--- config.mk ---
export PLATFORM = sky130hd
export DESIGN_NAME = conv_window_feeder_flat
export DESIGN_NICKNAME = d
export VERILOG_FILES = /design/src/rtl/conv_window_feeder_if.sv /design/src/rtl/conv_window_feeder.sv /design/src/flat_wrapper.sv
export SDC_FILE = /design/constraint.sdc
export NUM_CORES = 1
export LEC_CHECK = 0
export ABC_AREA = 1
export ABC_CLOCK_PERIOD_IN_PS = 4130
export BUFFER_PORTS_ARGS = -buffer_cell sky130_fd_sc_hd__buf_2
export CORE_MARGIN = 3
export CORE_UTILIZATION = 32
export CTS_CLUSTER_SIZE = 30
export DETAILED_ROUTE_END_ITERATION = 8
export GPL_TIMING_DRIVEN = 1
export MAX_ROUTING_LAYER = met4
export PLACE_DENSITY = 0.53
export SYNTH_ARGS = -nofsm -noshare
export SYNTH_HDL_FRONTEND = slang
export SYNTH_SLANG_ARGS = --single-unit
--- constraint.sdc ---
create_clock -name clk -period 4.13 [get_ports clk]
set_input_delay 0.413 -clock clk [delete_from_list [all_inputs] [get_ports clk]]
set_output_delay 0.413 -clock clk [all_outputs]
set_load 0.05 [all_outputs]
--- src/rtl/conv_window_feeder_if.sv ---
// Pixel-in / window-out stream bundle for the 3x3 window feeder.
// master is the feeder side; slave is the pixel source plus window consumer.
interface conv_window_feeder_if #(
    parameter int IN_WIDTH = 5,
    parameter int IMG_W    = 8,
    parameter int IMG_H    = 8
);
    localparam int CW = $clog2(IMG_W);
    localparam int RW = $clog2(IMG_H);

    logic [IN_WIDTH-1:0]   in_pixel;
    logic                  in_valid;
    logic                  in_ready;
    logic [9*IN_WIDTH-1:0] out_window;
    logic                  out_valid;
    logic                  out_ready;
    logic [RW-1:0]         out_row;
    logic [CW-1:0]         out_col;
    logic                  out_last;

    modport master (
        input  in_pixel,
        input  in_valid,
        output in_ready,
        output out_window,
        output out_valid,
        input  out_ready,
        output out_row,
        output out_col,
        output out_last
    );

    modport slave (
        output in_pixel,
        output in_valid,
        input  in_ready,
        input  out_window,
        input  out_valid,
        output out_ready,
        input  out_row,
        input  out_col,
        input  out_last
    );
endinterface

--- src/rtl/conv_window_feeder.sv ---
// Raster pixel stream to sliding 3x3 windows (stride 1, no padding).
// Two line buffers hold the previous rows; one output stage, full throughput.
module conv_window_feeder #(
    parameter int IN_WIDTH = 5,
    parameter int IMG_W    = 8,
    parameter int IMG_H    = 8
) (
    input logic clk,
    input logic rst,
    conv_window_feeder_if.master bus
);
    localparam int CW = $clog2(IMG_W);
    localparam int RW = $clog2(IMG_H);
    localparam logic [CW-1:0] COL_MAX = CW'(IMG_W - 1);
    localparam logic [RW-1:0] ROW_MAX = RW'(IMG_H - 1);

    logic [IN_WIDTH-1:0] lb0 [IMG_W];
    logic [IN_WIDTH-1:0] lb1 [IMG_W];
    logic [IN_WIDTH-1:0] win [3][3];

    logic [CW-1:0] col;
    logic [RW-1:0] row;
    logic [RW-1:0] row_q;
    logic [CW-1:0] col_q;
    logic          valid_q;
    logic          last_q;

    logic ready;
    logic accept;
    logic emit;
    logic col_end;
    logic row_end;
    logic [9*IN_WIDTH-1:0] flat;

    assign ready   = !(valid_q && !bus.out_ready);
    assign accept  = bus.in_valid && ready;
    assign col_end = (col == COL_MAX);
    assign row_end = (row == ROW_MAX);
    assign emit    = accept && (row >= RW'(2)) && (col >= CW'(2));

    // Data path carries no reset; the window is only exposed while valid.
    always_ff @(posedge clk) begin
        if (accept) begin
            for (int r = 0; r < 3; r++) begin
                win[r][0] <= win[r][1];
                win[r][1] <= win[r][2];
            end
            win[0][2] <= lb1[col];
            win[1][2] <= lb0[col];
            win[2][2] <= bus.in_pixel;
            lb1[col]  <= lb0[col];
            lb0[col]  <= bus.in_pixel;
        end
    end

    always_ff @(posedge clk) begin
        if (rst) begin
            col     <= '0;
            row     <= '0;
            valid_q <= 1'b0;
            last_q  <= 1'b0;
            row_q   <= '0;
            col_q   <= '0;
        end else begin
            if (accept) begin
                if (col_end) begin
                    col <= '0;
                    row <= row_end ? '0 : row + RW'(1);
                end else begin
                    col <= col + CW'(1);
                end
            end
            if (emit) begin
                valid_q <= 1'b1;
                last_q  <= row_end && col_end;
                row_q   <= row - RW'(2);
                col_q   <= col - CW'(2);
            end else if (bus.out_ready) begin
                valid_q <= 1'b0;
                last_q  <= 1'b0;
            end
        end
    end

    always_comb begin
        flat = '0;
        if (valid_q) begin
            for (int r = 0; r < 3; r++) begin
                for (int c = 0; c < 3; c++) begin
                    flat[(r*3+c)*IN_WIDTH +: IN_WIDTH] = win[r][c];
                end
            end
        end
    end

    assign bus.in_ready   = ready;
    assign bus.out_window = flat;
    assign bus.out_valid  = valid_q;
    assign bus.out_row    = row_q;
    assign bus.out_col    = col_q;
    assign bus.out_last   = last_q;
endmodule

--- src/flat_wrapper.sv ---
// flat-port wrapper written by rule: the top's interface ports become plain ports
module conv_window_feeder_flat 
#(
    parameter int IN_WIDTH = 5,
    parameter int IMG_W    = 8,
    parameter int IMG_H    = 8
)
  (clk, rst, bus_in_pixel, bus_in_valid, bus_in_ready, bus_out_window, bus_out_valid, bus_out_ready, bus_out_row, bus_out_col, bus_out_last);
  conv_window_feeder_if #(.IN_WIDTH(IN_WIDTH), .IMG_W(IMG_W), .IMG_H(IMG_H)) bus_i ();
  input logic clk;
  input logic rst;
  input wire logic [$bits(bus_i.in_pixel)-1:0] bus_in_pixel;
  input wire logic [$bits(bus_i.in_valid)-1:0] bus_in_valid;
  output wire logic [$bits(bus_i.in_ready)-1:0] bus_in_ready;
  output wire logic [$bits(bus_i.out_window)-1:0] bus_out_window;
  output wire logic [$bits(bus_i.out_valid)-1:0] bus_out_valid;
  input wire logic [$bits(bus_i.out_ready)-1:0] bus_out_ready;
  output wire logic [$bits(bus_i.out_row)-1:0] bus_out_row;
  output wire logic [$bits(bus_i.out_col)-1:0] bus_out_col;
  output wire logic [$bits(bus_i.out_last)-1:0] bus_out_last;
  assign bus_i.in_pixel = bus_in_pixel;
  assign bus_i.in_valid = bus_in_valid;
  assign bus_in_ready = bus_i.in_ready;
  assign bus_out_window = bus_i.out_window;
  assign bus_out_valid = bus_i.out_valid;
  assign bus_i.out_ready = bus_out_ready;
  assign bus_out_row = bus_i.out_row;
  assign bus_out_col = bus_i.out_col;
  assign bus_out_last = bus_i.out_last;
  conv_window_feeder #(.IN_WIDTH(IN_WIDTH), .IMG_W(IMG_W), .IMG_H(IMG_H)) u_core (.clk(clk), .rst(rst), .bus(bus_i));
endmodule
Yosys cells after proc, flatten, opt, wreduce, memory -nomap -nowiden
Memories as Yosys holds them, arrays and structs flattened. A register that Yosys moved wholly into a read port is not among the register bits.
Index checks and enable logic that the tools add are counted.

operators by class
  add/subtract/negate cells = 4
  magnitude comparators = 2
  equality and inequality tests = 2
  mux-type cells = 12
  reduce and logical (&&, ||, !) cells = 9

operators by type and width
  operator               count
  $mux W45               1
  $mux W3                6
  $add A3 B1 Y3 const B  2
  $eq A3 B3 Y1 const B   2
  $ge A3 B2 Y1 const B   2
  $sub A3 B2 Y3 const B  2
  $logic_and A1 B1 Y1    5
  $mux W1                5
  $logic_not A1 Y1       2
  $reduce_and A2 Y1      1
  $reduce_bool A2 Y1     1

word-level totals
  flip-flop bits (word level) = 14
  memory bits (writable) = 125
  input port bits = 9
  memories kept = 3

memory list
  name        words  width  read ports  clocked after Yosys merged registers in  write ports  RTL line                  text
  u_core.win  3      15     3           0                                        3            conv_window_feeder.sv:19  logic [IN_WIDTH-1:0] win [3][3];
  u_core.lb0  8      5      1           1                                        1            conv_window_feeder.sv:17  logic [IN_WIDTH-1:0] lb0 [IMG_W];
  u_core.lb1  8      5      1           1                                        1            conv_window_feeder.sv:18  logic [IN_WIDTH-1:0] lb1 [IMG_W];

Longest topological paths before layout
  word-level depth = 7
  mapped depth = 8

Worst setup path after synthesis
OpenSTA, ideal clock, no wires.

  path type = reg2reg
  from = reg u_core.valid_q, in the netlist u_core.bus.out_valid
  to = mem u_core.lb0[2][0] (enable)
  setup time = 0.376 ns
  arrival time = 1.890 ns
  required time = 3.754 ns
  slack = 1.864 ns
  stages on the path, launching flop included = 5
  buffers on the path = 1
  period minus slack after synthesis = 2.266 ns
  cells stage by stage = dfxtp_1 > a21boi_2 > buf_4 > nand2_1 > nor2_1

between the ends
  word-level cells in the longest chain between the ends = 5

RTL lines
  element                        RTL line                  text
  start, declared                conv_window_feeder.sv:25  logic valid_q;
  start signal, assigned         conv_window_feeder.sv:60  valid_q <= 1'b0;
  start signal, assigned         conv_window_feeder.sv:74  valid_q <= 1'b1;
  start signal, assigned         conv_window_feeder.sv:79  valid_q <= 1'b0;
  $logic_and A1 B1 Y1            conv_window_feeder.sv:35  assign ready = !(valid_q && !bus.out_ready);
  $logic_not A1 Y1               conv_window_feeder.sv:35
  $logic_and A1 B1 Y1            conv_window_feeder.sv:36  assign accept = bus.in_valid && ready;
  via u_core.accept              conv_window_feeder.sv:29  logic accept;
  $mux W1                        conv_window_feeder.sv:43  if (accept) begin
  $mux W1 (not written as such)  conv_window_feeder.sv:52  lb0[col] <= bus.in_pixel;
  end, declared                  conv_window_feeder.sv:17

The timed path passes the listed nets, and every way through them passes these cells.

Worst setup path in the final report
  from = reg u_core.valid_q, in the netlist u_core.bus.out_valid
  to = out bus_out_window[25]

between the ends
  word-level cells in the longest chain between the ends = 1

RTL lines
  element        RTL line                  text
  $mux W45       conv_window_feeder.sv:87  if (valid_q) begin
  end, declared  flat_wrapper.sv:15        output wire logic [$bits(bus_i.out_window)-1:0] bus_out_window;

No other way between the ends.

==> impl_table.tex <==
\begin{tabular}{lr}
\hline
Metric & Value \\
\hline
\multicolumn{2}{l}{\textbf{Timing}} \\
Min Hold Slack & 162.9 ps \\
Post-layout min period & 2252 ps \\
Post-route clock skew & 7.589 ps \\
Post-route fraction of the period consumed by the critical path & 54.54\% \\
RSZ-0062 raised after global routing & no \\
Setup TNS Final & 0 ps \\
Transition at the pin with the smallest max-transition slack & 884.9 ps \\
Worst slew margin relative to its limit & 41.01\% \\
Final-report hold violation count & 0 \\
Count of final setup violators & 0 \\
Max Slew Vio Count & 0 \\
Maximum clock frequency & 444.0 MHz \\
\multicolumn{2}{l}{\textbf{Die}} \\
Core Region & 17540 sq um \\
Effective utilization at floorplan & 33.05\% \\
Number of I/O pins & 63 \\
Die X-Extent & 140.6 um \\
Overall die height & 140.6 um \\
Row count & 48 \\
Die outline area & 19760 sq um \\
\multicolumn{2}{l}{\textbf{Place}} \\
Number of I/O port buffers & 62 \\
DP Area & 6276 sq um \\
Placer's final routability congestion estimate & 0.7968 \\
Detail Placement HPWL & 7756 um \\
\multicolumn{2}{l}{\textbf{Finish}} \\
Layout cell share with drive strength beyond 1 & 16.78\% \\
Signed area change from the synthesized netlist to the final layout & 18.01\% \\
Total of fill cells in the finished design & 1716 \\
Net total in the final layout & 604 \\
Antenna diode count & 0 \\
Final cell area excluding filler cells & 6839 sq um \\
\multicolumn{2}{l}{\textbf{Synth}} \\
Post-synth top area cell & edfxtp\_1 \\
Post-Synthesis Cell Area & 5796 sq um \\
Syn Inst Count & 519 \\
Dominant cells by area after synthesis & edfxtp\_1 65\%, nand2\_1 7.2\%, dfxtp\_1 5.9\% \\
FF+latch count, synth & 142 \\
Sequential fraction of the synthesis area & 70.64\% \\
Post-synth net total & 539 \\
Mean instance size in the synthesized netlist & 11.17 sq um \\
Fraction of synthesized cell area taken by the top area cell type & 64.77\% \\
Distinct cell type count of the synthesized netlist & 23 \\
Yosys synthesis warning count & 0 \\
\multicolumn{2}{l}{\textbf{Routing}} \\
Vias per cell & 4.441 \\
Average wire length per cell after detail routing & 14.35 um \\
Routed via count & 3646 \\
\# DRC & 0 \\
First drt pass iteration count & 4 \\
Drt first-iter violations & 225 \\
Total detailed-routing wirelength & 11780 um \\
Antenna Violating Nets Remaining & 0 \\
\multicolumn{2}{l}{\textbf{Critical path}} \\
Slack of the worst reg-to-reg path & 2050 ps \\
Delay contributed by the slowest stage of the critical path & 890 ps \\
Class of the most critical setup path & reg2out \\
Worst path bufs/invs & 2 \\
Worst endpoint data arrival time & 1840 ps \\
Cell-by-cell listing of the critical path & nand2\_1 -> inv\_1 -> buf\_2 \\
Crit start category & flip-flop \\
Cell with the largest stage delay on the worst path & dfxtp\_2 \\
Element type at the critical path end & output pin \\
Cell type group with the largest total delay on the critical path & flip-flops \\
CP Data Required Time & 3720 ps \\
Top fanout value on the critical path & 48 \\
\multicolumn{2}{l}{\textbf{Clock tree}} \\
Clk Latency, worst-skew pair & 420 ps \\
Gates resized, CTS repair & 0 \\
Clk buf depth & 2 \\
Maximum level of the CTS H-tree & 4 \\
Worst-path clk slew & 50 ps \\
Total number of clock tree sinks & 142 \\
Clock Root Buffer & clkbuf\_16 \\
Number of hold-repair buffers added at the cts stage & 0 \\
Number of CTS-inserted buffers & 17 \\
CTS tree & yes \\
Setup bufs post-CTS & 0 \\
\multicolumn{2}{l}{\textbf{Global route}} \\
GRT Util Overall & 12.81\% \\
Largest net degree at the start of global routing & 57 \\
First-pass GRT wire length & 18750 um \\
Antenna violations before repair & 0 \\
Overflow left after global routing & 0 \\
Vias in the first global route & 3626 \\
\multicolumn{2}{l}{\textbf{Run status}} \\
Run status & finished clean \\
\multicolumn{2}{l}{\textbf{Power}} \\
Leakage power of the design & 3.028 nW \\
Worst-case vdd ir drop & 0.0002977 V \\
Power density of the placed cells & 495.7 nW/um\^{}2 \\
\multicolumn{2}{l}{\textbf{Worst hold path}} \\
Kind of path behind the tightest hold check & in2reg \\
\multicolumn{2}{l}{\textbf{Run}} \\
Max\_cap viols & 0 \\
\hline
\end{tabular}
## final cells by class
type	instances	area [sq um]	area share, %
clock buffer	22	444.2	6.495
sequential	142	4095	59.88
multi-input combinational	283	1285	18.79
timing repair buffer	65	332.8	4.866
inverter	75	281.5	4.116
tap	225	281.5	4.116
clock inverter	9	118.9	1.738
## flip-flops by register name, summed over array words and instances, names as in the netlist, named ones only
signal,cells
u_core.bus.out_row,3
u_core.row,3
u_core.win,45
u_core.bus.out_last,1
u_core.lb0,40
u_core.lb1,40
u_core.bus.out_col,3
u_core.bus.out_valid,1
u_core.col,3
## metal layers
layer	vias to the layer above	track usage [%]	part of all wire (%)
met3	12	4.308	7.6
met5	-	-	0
met1	1702	16.05	44
li1	1819	-	-
met4	0	4.640	1.4
met2	113	19.46	47
## worst reg2reg max path: cells and delay by family (launching register included)
| family | cells | cell delay (ps) |
|---|---|---|
| buffers and inverters | 2 | 600 |
| DFF | 1 | 570 |
| and+or+nand+nor | 3 | 560 |
| AOI/OAI and AO/OA | 1 | 290 |
## cells in the final DEF (no fill, tap or decap), types with 2 or more instances in the layout
| cell type | instances |
|---|---|
| nor2_1 | 89 |
| edfxtp_1 | 125 |
| inv_2 | 4 |
| bufinv_16 | 3 |
| clkinv_2 | 2 |
| clkbuf_16 | 17 |
| nand2_1 | 111 |
| buf_2 | 62 |
| buf_4 | 3 |
| o21ai_1 | 39 |
| o21ai_0 | 14 |
| a21oi_1 | 5 |
| dfxtp_1 | 16 |
| nand2_2 | 2 |
| ha_1 | 11 |
| clkinv_1 | 5 |
| nor2_2 | 2 |
| clkbuf_1 | 5 |
| nand4_1 | 7 |
| inv_1 | 69 |
## synth_stat cells, drive strengths merged
| library cell | instances |
|---|---|
| edfxtp | 125 |
| nand2 | 113 |
| nor2 | 91 |
| inv | 73 |
| o21ai | 54 |
| dfxtp | 17 |
| buf | 15 |
| ha | 11 |
| nand4 | 7 |
| a21oi | 5 |
| clkbuf | 4 |
| clkinv | 2 |
| a21boi | 1 |
| nand3 | 1 |
## through the flow
step	worst slack, ps	cells	utilization (%)	total power [mW]
floorplan	1864	519	-	1.875
global placement	2063	790	35.79	1.957
detailed placement	1944	790	35.79	1.959
CTS	1809	821	39.00	3.424
global route	1672	821	39.00	3.523
finish	1878	821	39.00	3.390
## worst paths after layout
| check | from | depth (start not counted) | end |
|---|---|---|---|
| max | u_core.bus.out_valid | 3 | bus_out_window[25] |
| min | rst | 2 | u_core.bus.out_valid |
| max reg2reg | u_core.bus.out_valid | 6 | u_core.bus.out_col[1] |
| min reg2reg | u_core.win[0][24] | 0 | u_core.win[0][29] |
## cells by family after synthesis
kind of cell	after synthesis	share of synthesized area, %
buffers and inverters	94	7.319
AND/OR/NAND/NOR	212	14.31
adder cells (fa/ha/maj)	11	2.375
AO/OA/AOI/OAI	60	5.354
flip-flops	142	70.64
## report_power, final
part / switching [mW] / internal (mW)
Clock: 0.528 / 0.936
Combinational: 0.177 / 0.0532
Sequential: 0.0291 / 1.67
Total: 0.734 / 2.66
(Power assumes the default switching activity.)
